### src/rtl/rs232_pkg.sv
// rs232_pkg
//   Shared definitions for the RS232 transmit path: controller state encoding,
//   payload width, frame slot count and the sequencer idle code.
//   No ports.
package rs232_pkg;

  localparam int RS232_DATA_W      = 8;
  // start + 8 data + parity + stop
  localparam int RS232_FRAME_SLOTS = 11;
  // sequencer slot counter value meaning "no frame in flight"
  localparam int RS232_SEQ_IDLE    = 0;

  typedef enum logic [1:0] {
    ST_IDLE      = 2'd0,
    ST_START     = 2'd1,
    ST_WAIT_ACK  = 2'd2,
    ST_WAIT_DONE = 2'd3
  } rs232_tx_state_e;

endpackage

### src/rtl/rs232_tx_fifo.sv
// rs232_tx_fifo
//   Synchronous FIFO buffering host bytes ahead of the frame launcher.
//   Ports:
//     CLK, RST         clock (rising edge), async active-high reset
//     push, wr_data    write request and byte; ignored while full
//     pop              remove head entry (caller guarantees count != 0)
//     rd_data          current head entry
//     count            occupancy 0..DEPTH
//     full             count == DEPTH
module rs232_tx_fifo import rs232_pkg::*; #(
  parameter  int DATA_W = RS232_DATA_W,
  parameter  int DEPTH  = 4,
  localparam int CNT_W  = $clog2(DEPTH) + 1,
  localparam int PTR_W  = $clog2(DEPTH)
) (
  input  logic              CLK,
  input  logic              RST,
  input  logic              push,
  input  logic [DATA_W-1:0] wr_data,
  input  logic              pop,
  output logic [DATA_W-1:0] rd_data,
  output logic [CNT_W-1:0]  count,
  output logic              full
);

  logic [DATA_W-1:0] mem [DEPTH];
  logic [PTR_W-1:0]  wr_ptr;
  logic [PTR_W-1:0]  rd_ptr;
  logic              push_ok;

  // full comes from the registered count, so a push on the pop edge of a
  // full FIFO is still refused
  assign full    = (count == CNT_W'(DEPTH));
  assign push_ok = push && !full;
  assign rd_data = mem[rd_ptr];

  always_ff @(posedge CLK or posedge RST) begin
    if (RST) begin
      wr_ptr <= '0;
      rd_ptr <= '0;
      count  <= '0;
    end else begin
      // DEPTH is a power of two, so pointer overflow is the modulo wrap
      if (push_ok) wr_ptr <= wr_ptr + PTR_W'(1);
      if (pop)     rd_ptr <= rd_ptr + PTR_W'(1);
      count <= count + CNT_W'(push_ok) - CNT_W'(pop);
    end
  end

  always_ff @(posedge CLK) begin
    if (push_ok) mem[wr_ptr] <= wr_data;
  end

endmodule

### src/rtl/rs232_tx_feeder.sv
// rs232_tx_feeder
//   Upstream stage of the RS232 transmit frame sequencer. Buffers host bytes
//   and launches one frame per byte with a single-cycle STT pulse, holding
//   TX_DATA/TX_PAR stable until the next launch.
//   Build option: RS232_TX_PARITY_EN -> TX_PAR is the even parity of the
//   launched byte; otherwise TX_PAR is tied to mark (1).
//   Ports:
//     CLK, RST        clock (rising edge), async active-high reset
//     WR_EN, WR_DATA  host write strobe and byte
//     FULL, OVF       FIFO full; sticky overflow (cleared only by RST)
//     COUNT           FIFO occupancy
//     BUSY            controller not idle or FIFO not empty
//     STT             start pulse to the sequencer
//     EOT             sequencer idle indication (1 = idle)
//     TX_DATA, TX_PAR byte and parity of the frame in flight
//
// state        | meaning
// ST_IDLE      | waiting for a queued byte and an idle sequencer
// ST_START     | STT high this cycle; sequencer samples it on the next edge
// ST_WAIT_ACK  | waiting for EOT to drop (frame started)
// ST_WAIT_DONE | waiting for EOT to return (frame finished)
module rs232_tx_feeder import rs232_pkg::*; #(
  parameter  int DATA_W = RS232_DATA_W,
  parameter  int DEPTH  = 4,
  localparam int CNT_W  = $clog2(DEPTH) + 1
) (
  input  logic              CLK,
  input  logic              RST,
  input  logic              WR_EN,
  input  logic [DATA_W-1:0] WR_DATA,
  output logic              FULL,
  output logic              OVF,
  output logic [CNT_W-1:0]  COUNT,
  output logic              BUSY,
  output logic              STT,
  input  logic              EOT,
  output logic [DATA_W-1:0] TX_DATA,
  output logic              TX_PAR
);

  rs232_tx_state_e   state;
  rs232_tx_state_e   state_nxt;
  logic              pop;
  logic              push;
  logic              stt_nxt;
  logic              stt_q;
  logic              ovf_q;
  logic              busy_q;
  logic [DATA_W-1:0] head;
  logic [DATA_W-1:0] tx_data_q;
  logic [CNT_W-1:0]  count_nxt;

  rs232_tx_fifo #(
    .DATA_W (DATA_W),
    .DEPTH  (DEPTH)
  ) u_fifo (
    .CLK     (CLK),
    .RST     (RST),
    .push    (WR_EN),
    .wr_data (WR_DATA),
    .pop     (pop),
    .rd_data (head),
    .count   (COUNT),
    .full    (FULL)
  );

  // mirrors the FIFO's acceptance rule so BUSY can be registered
  assign push      = WR_EN && !FULL;
  assign count_nxt = COUNT + CNT_W'(push) - CNT_W'(pop);

  always_comb begin
    state_nxt = state;
    stt_nxt   = 1'b0;
    pop       = 1'b0;
    case (state)
      ST_IDLE: begin
        if ((COUNT != '0) && EOT) begin
          pop       = 1'b1;
          stt_nxt   = 1'b1;
          state_nxt = ST_START;
        end
      end
      ST_START:     state_nxt = ST_WAIT_ACK;
      ST_WAIT_ACK:  if (!EOT) state_nxt = ST_WAIT_DONE;
      ST_WAIT_DONE: if (EOT)  state_nxt = ST_IDLE;
      default:      state_nxt = ST_IDLE;
    endcase
  end

  always_ff @(posedge CLK or posedge RST) begin
    if (RST) begin
      state     <= ST_IDLE;
      stt_q     <= 1'b0;
      ovf_q     <= 1'b0;
      busy_q    <= 1'b0;
      tx_data_q <= '0;
    end else begin
      state  <= state_nxt;
      stt_q  <= stt_nxt;
      ovf_q  <= ovf_q | (WR_EN & FULL);
      busy_q <= (state_nxt != ST_IDLE) || (count_nxt != '0);
      if (pop) tx_data_q <= head;
    end
  end

`ifdef RS232_TX_PARITY_EN
  logic tx_par_q;

  always_ff @(posedge CLK or posedge RST) begin
    if (RST)      tx_par_q <= 1'b1;
    else if (pop) tx_par_q <= ^head;
  end

  assign TX_PAR = tx_par_q;
`else
  assign TX_PAR = 1'b1;
`endif

  assign STT     = stt_q;
  assign OVF     = ovf_q;
  assign BUSY    = busy_q;
  assign TX_DATA = tx_data_q;

endmodule

### config.mk
export PLATFORM = sky130hd
export DESIGN_NAME = rs232_tx_feeder
export DESIGN_NICKNAME = d
export VERILOG_FILES = /design/src/rtl/rs232_pkg.sv /design/src/rtl/rs232_tx_fifo.sv /design/src/rtl/rs232_tx_feeder.sv
export SDC_FILE = /design/constraint.sdc
export NUM_CORES = 1
export LEC_CHECK = 0
export ABC_AREA = 1
export CAP_MARGIN = 20
export CORE_MARGIN = 1
export CORE_UTILIZATION = 55
export DETAILED_ROUTE_END_ITERATION = 6
export PLACE_DENSITY = 0.79
export SYNTH_ARGS = -nofsm -noshare
export SYNTH_HDL_FRONTEND = slang
export SYNTH_SLANG_ARGS = --single-unit
### constraint.sdc
create_clock -name CLK -period 3.27 [get_ports CLK]
set_input_delay 0.8175 -clock CLK [delete_from_list [all_inputs] [get_ports CLK]]
set_output_delay 0.8175 -clock CLK [all_outputs]
set_load 0.03 [all_outputs]
---- Word-level counts from Yosys, hierarchy flattened ----
Memories as Yosys holds them, arrays and structs flattened. A register that Yosys moved wholly into a read port is not among the register bits.
Cells that the tools add are included.
storage, ports and cells
  flip-flop bits (word level) ............. 12
  word-level logic and storage cells ...... 34
  bits in latches ......................... 0
  memory bits (writable) .................. 32
  output and inout bits ................... 16
  memory bits (read-only) ................. 0
  memories ................................ 1
cells by class
  equal/unequal tests ..................... 4
  shift-type cells ........................ 0
  $lt $le $gt $ge ......................... 0
  mux-type cells .......................... 8
  bitwise operators ....................... 2
  multiply operators ...................... 0
  div/mod/pow operators ................... 0
  reduce and logical (&&, ||, !) cells .... 8
  add/subtract/negate cells ............... 4
memories
  name        depth  bits a word  read ports  clocked after Yosys merged registers in  wr ports  RTL line             RTL
  u_fifo.mem  4      8            1           1                                        1         rs232_tx_fifo.sv:26  logic [DATA_W-1:0] mem [DEPTH];
operators by type and width
  cell                                                  number
  case mux 2 bit (4 select lines)                       1
  2-to-1 mux 2 bit                                      3
  nonzero test 3 bit                                    2
  adder 2 x 1 -> 2 bit (second input constant)          2
  equality test 2 bit (second input constant)           2
  2-to-1 mux 1 bit                                      4
  adder 3 x 1 -> 3 bit                                  1
  equality test 3 bit (second input constant)           1
  subtractor 3 x 1 -> 3 bit                             1
  equality test 2 x 1 -> 1 bit (second input constant)  1
  logical AND 1 bit                                     2
  logical NOT 2 bit                                     1
  nonzero test 2 bit                                    1
  bitwise AND 1 bit                                     1
  logical NOT 1 bit                                     1
  logical OR 1 bit                                      1
  bitwise OR 1 bit                                      1

---- Longest topological paths before layout ----
  word-level depth ........................ 7
  mapped depth ............................ 15
  mapped depth without buffers ............ 15

---- Hierarchy ----
From an unflattened synthesis, not the netlist that was laid out.
unflattened totals
  cells, all modules ...................... 219
  area total of the unflattened synthesis .. 2338.5 um2
by module, submodules not included
  module           sequential area each (um2)  area an instance (um2)  cells each  instances
  rs232_tx_fifo    1136.1                      1709.1                  144         1
  rs232_tx_feeder  325.3                       629.4                   75          1

---- Worst setup path before layout ----
Ideal clock, no wire load.
  path type ............................... input to register
  from .................................... input EOT
  to ...................................... register busy_q (netlist: BUSY)
  arrival time ............................ 2.349 ns
  path buffers ............................ 0
  stages .................................. 14
  setup slack ............................. 0.799 ns
  cell sequence ........................... inv_2 nor2_2 nand2_2 clkinv_2 ha_1 inv_1 ha_1 inv_1 fa_1 inv_1 nor2_1 nand2_1 nor2_1 nand2_1
on the way
  longest elaborated chain between the ends .. 6
  elaborated cells on any way between the ends .. 11
ends and longest elaborated chain
  item                       RTL line                RTL
  from (decl)                rs232_tx_feeder.sv:36   input logic EOT,
  logical AND 1 bit          rs232_tx_feeder.sv:77   if ((COUNT != '0) && EOT) begin
  2-to-1 mux 1 bit           rs232_tx_feeder.sv:77
  2-to-1 mux 1 bit           rs232_tx_feeder.sv:75   case (state)
  via pop                    rs232_tx_feeder.sv:43   logic pop;
  subtractor 3 x 1 -> 3 bit  rs232_tx_feeder.sv:69   assign count_nxt = COUNT + CNT_W'(push) - CNT_W'(pop);
  via count_nxt[1]           rs232_tx_feeder.sv:51   logic [CNT_W-1:0] count_nxt;
  nonzero test 3 bit         rs232_tx_feeder.sv:101  busy_q <= (state_nxt != ST_IDLE) || (count_nxt != '0);
  logical OR 1 bit           rs232_tx_feeder.sv:101
  to (signal assigned)       rs232_tx_feeder.sv:101
  to (decl)                  rs232_tx_feeder.sv:48   logic busy_q;
The timed path passes the listed nets, and every way through them passes these cells.
A chain may end at the register's enable or synchronous reset.

---- Final worst setup path ----
Same ends and word-level chain as after synthesis.

==> results.yml <==
status:
  outcome: "complete, no violations"
detailed_routing:
  antenna_left: 0
  first_pass_iters: 4
  vias_per_cell: 4.72
  vias: 1507
  drc: 0
  drt_iter0_drc: 78
  drt-wirelength-per-cell_um: 12.1
  routed_wl_um: 3870
sta:
  slew_violations: 0
  rsz0062_at_grt: "no"
  fin_crit_ns: 2.70
  setup_tns_ns: 0
  setup_viol: 0
  min_period_over_period: 0.826
  finalHoldViolCount: 0
  fin_skew_ns: 0.00652
  slew_headroom: 0.392
  clock.fmax_mhz: 370
  worst_pin_slew_ns: 0.912
clock_tree:
  cts_max_path_buffers: 2
  cts_buffers: 5
  cts_tree: "built"
  clock-sinks: 52
  path_clk_slew_ns: 0.09
  htreeDepth: 2
  cts_resized: 0
  cts_hold_buf: 0
  postCtsSetupBuffers: 0
  cts-root-buf: "clkbuf_8"
  clk_latency_ns: 0.30
critical_path:
  cp-start-kind: "input port"
  r2r-end: "BUSY$_DFF_PP0_"
  cp-end-kind: "flip-flop"
  crit_path_max_fanout: 2
  crit_start: "EOT"
  rr_startpoint: "u_fifo.count[1]$_DFF_PP0_"
  r2r_slack_ns: 0.99
  required_ns: 3.47
  critical_path_class: "in -> reg"
  worst_ep_arrival_time_ns: 2.90
  ff2ff_path_depth: 14
  crit_end: "BUSY$_DFF_PP0_"
finish:
  finalCoreUtilization: 0.670
  final_area_um2: 2700
  area_growth_pct: 16.1
  drive_gt1_frac: 0.100
  layout.cells.non_filler: 319
  finalNetCount: 287
  n_antenna_cell: 0
power_and_ir_drop:
  ir_drop_uv: 439
  p_per_area_nw_per_um2: 870
  p_leak_uw: 0.00129
min_path:
  hold_path_class: "reg -> reg"
placed_design:
  place_area_um2: 2610
  placed_cells: 311
  placement.io_buffers: 26
  place_congestion: 0.752
  dp_hpwl_um: 2790
yosys:
  synth_cell_types: 23
  synthTopCellsByCount: "78 x nand2_1, 40 x inv_1, 32 x edfxtp_1, 21 x nor2_1, 20 x dfrtp_1"
  synth_edf_count: 32
  ys_warn_count: 0
  synth_ff_type: "edfxtp_1"
  synth_compound_area_frac: 0.0135
  synth.area.top_cells: "edfxtp_1 41%, dfrtp_1 22%, nand2_1 13%, inv_1 6.5%, nor2_1 3.4%"
  yosysMostFrequentCell: "nand2_1"
  synth_cells: 236
  yosysSeqAreaShare: 0.629
  netlist_area_um2: 2320
  async_flop_share: 0.385
  syn_avg_cell_area_um2: 9.85
  syn_nets: 255
  synth_top_family_by_area: "simple AND/OR/NAND/NOR gates"
  yosysTopAreaCellShare: 0.413
  synth_adder_area_share: 0.0409
  synth_largest_area_cell: "edfxtp_1"
  yosys-mux-area-fraction: 0
  synth-xor-area-share: 0.00753
  yosys.area_share.simple: 0.197
  synth-seq-cells: 52
global_routing:
  grt_first_pass_wirelength_um: 6410
  grt_overflow: 0
  grt_max_degree: 28
  first_global_vias: 1486
  antenna_found_initial: 0
  track_usage: 0.203
floorplanning:
  initial_utilization: 0.577
  die_x_um: 67.0
  dieArea_um2: 4490
  rows: 23
  die_h_um: 67.0
  ios: 28
  coreArea_um2: 4030
flow_run:
  cap_violations: 0
## worst min path at each step
stage	start	end	slack, ns	depth (start not counted)
global route	TX_DATA[4]$_DFFE_PP0P_	TX_DATA[4]$_DFFE_PP0P_	0.51	2
detailed placement	OVF$_DFF_PP0_	OVF$_DFF_PP0_	0.44	1
CTS	OVF$_DFF_PP0_	OVF$_DFF_PP0_	0.46	1
global placement	OVF$_DFF_PP0_	OVF$_DFF_PP0_	0.44	1
finish	OVF$_DFF_PP0_	OVF$_DFF_PP0_	0.46	1
floorplan	u_fifo.wr_ptr[1]$_DFFE_PP0P_	u_fifo.wr_ptr[1]$_DFFE_PP0P_	0.56	2
## state kept, by name, indices dropped and copies added (netlist names)
| name | cells |
|---|---|
| BUSY | 1 |
| OVF | 1 |
| u_fifo.rd_ptr | 2 |
| u_fifo.mem | 32 |
| u_fifo.count | 3 |
| TX_DATA | 8 |
| u_fifo.wr_ptr | 2 |
| STT | 1 |
| state | 2 |
## logic make-up (layout without fill, tap and decap cells)
family	Yosys count	after routing
and+or+nand+nor	115	115
xor gates and xnor gates	2	2
adders and majority gates	7	7
other	1	1
DFF	52	52
buffers and inverters	54	87
AOI/OAI and AO/OA	5	5
## cells in the final DEF, fill, tap and decap left out, drive strengths merged, types with 3 or more instances in the layout
master / instances
nand3: 11
dfrtp: 20
inv: 46
nor2: 24
edfxtp: 32
clkdlybuf4s50: 26
ha: 6
clkbuf: 5
buf: 6
o21ai: 3
nand2: 80
clkinv: 4
## per-stage QoR
stage	hold WS (ns)	total power, uW	worst slack, ns
floorplan	0.562	1740	0.799
global placement	0.441	1960	0.320
detailed placement	0.443	2010	0.243
CTS	0.462	2370	0.570
global route	0.506	2530	0.423
finish	0.459	2350	0.569
## per-layer routing
metal,share of wire,track usage,vias to the layer above
li1,-,-,774
met1,0.43,0.236,700
met2,0.52,0.359,26
met3,0.028,0.0514,7
met4,0.018,0.0718,0
met5,0,0,-
## critical path, cell delays in order
cell and delay (ns):
clkdlybuf4s50_1 0.49, inv_2 0.05, nor2_2 0.13, nand2_2 0.07, clkinv_2 0.05, ha_1 0.22, inv_1 0.06, ha_1 0.13
inv_1 0.05, fa_1 0.47, inv_1 0.05, nor2_1 0.09, nand2_1 0.06, nor2_1 0.12, nand2_1 0.05
## final cells by class
type	count	area (um^2)
sequential	52	1460
tap	50	62.6
multi-input combinational	130	606
fill	333	1330
clock buffer	5	68.8
timing repair buffer	32	305
clock inverter	3	18.8
inverter	47	178
## power breakdown
part	leakage, uW	switching [uW]	internal [uW]
combinational	0.000711	569	371
clock	0.0000479	203	149
sequential	0.000533	161	894
total	0.00129	933	1410
No activity file was read; power rests on OpenSTA's default activity.
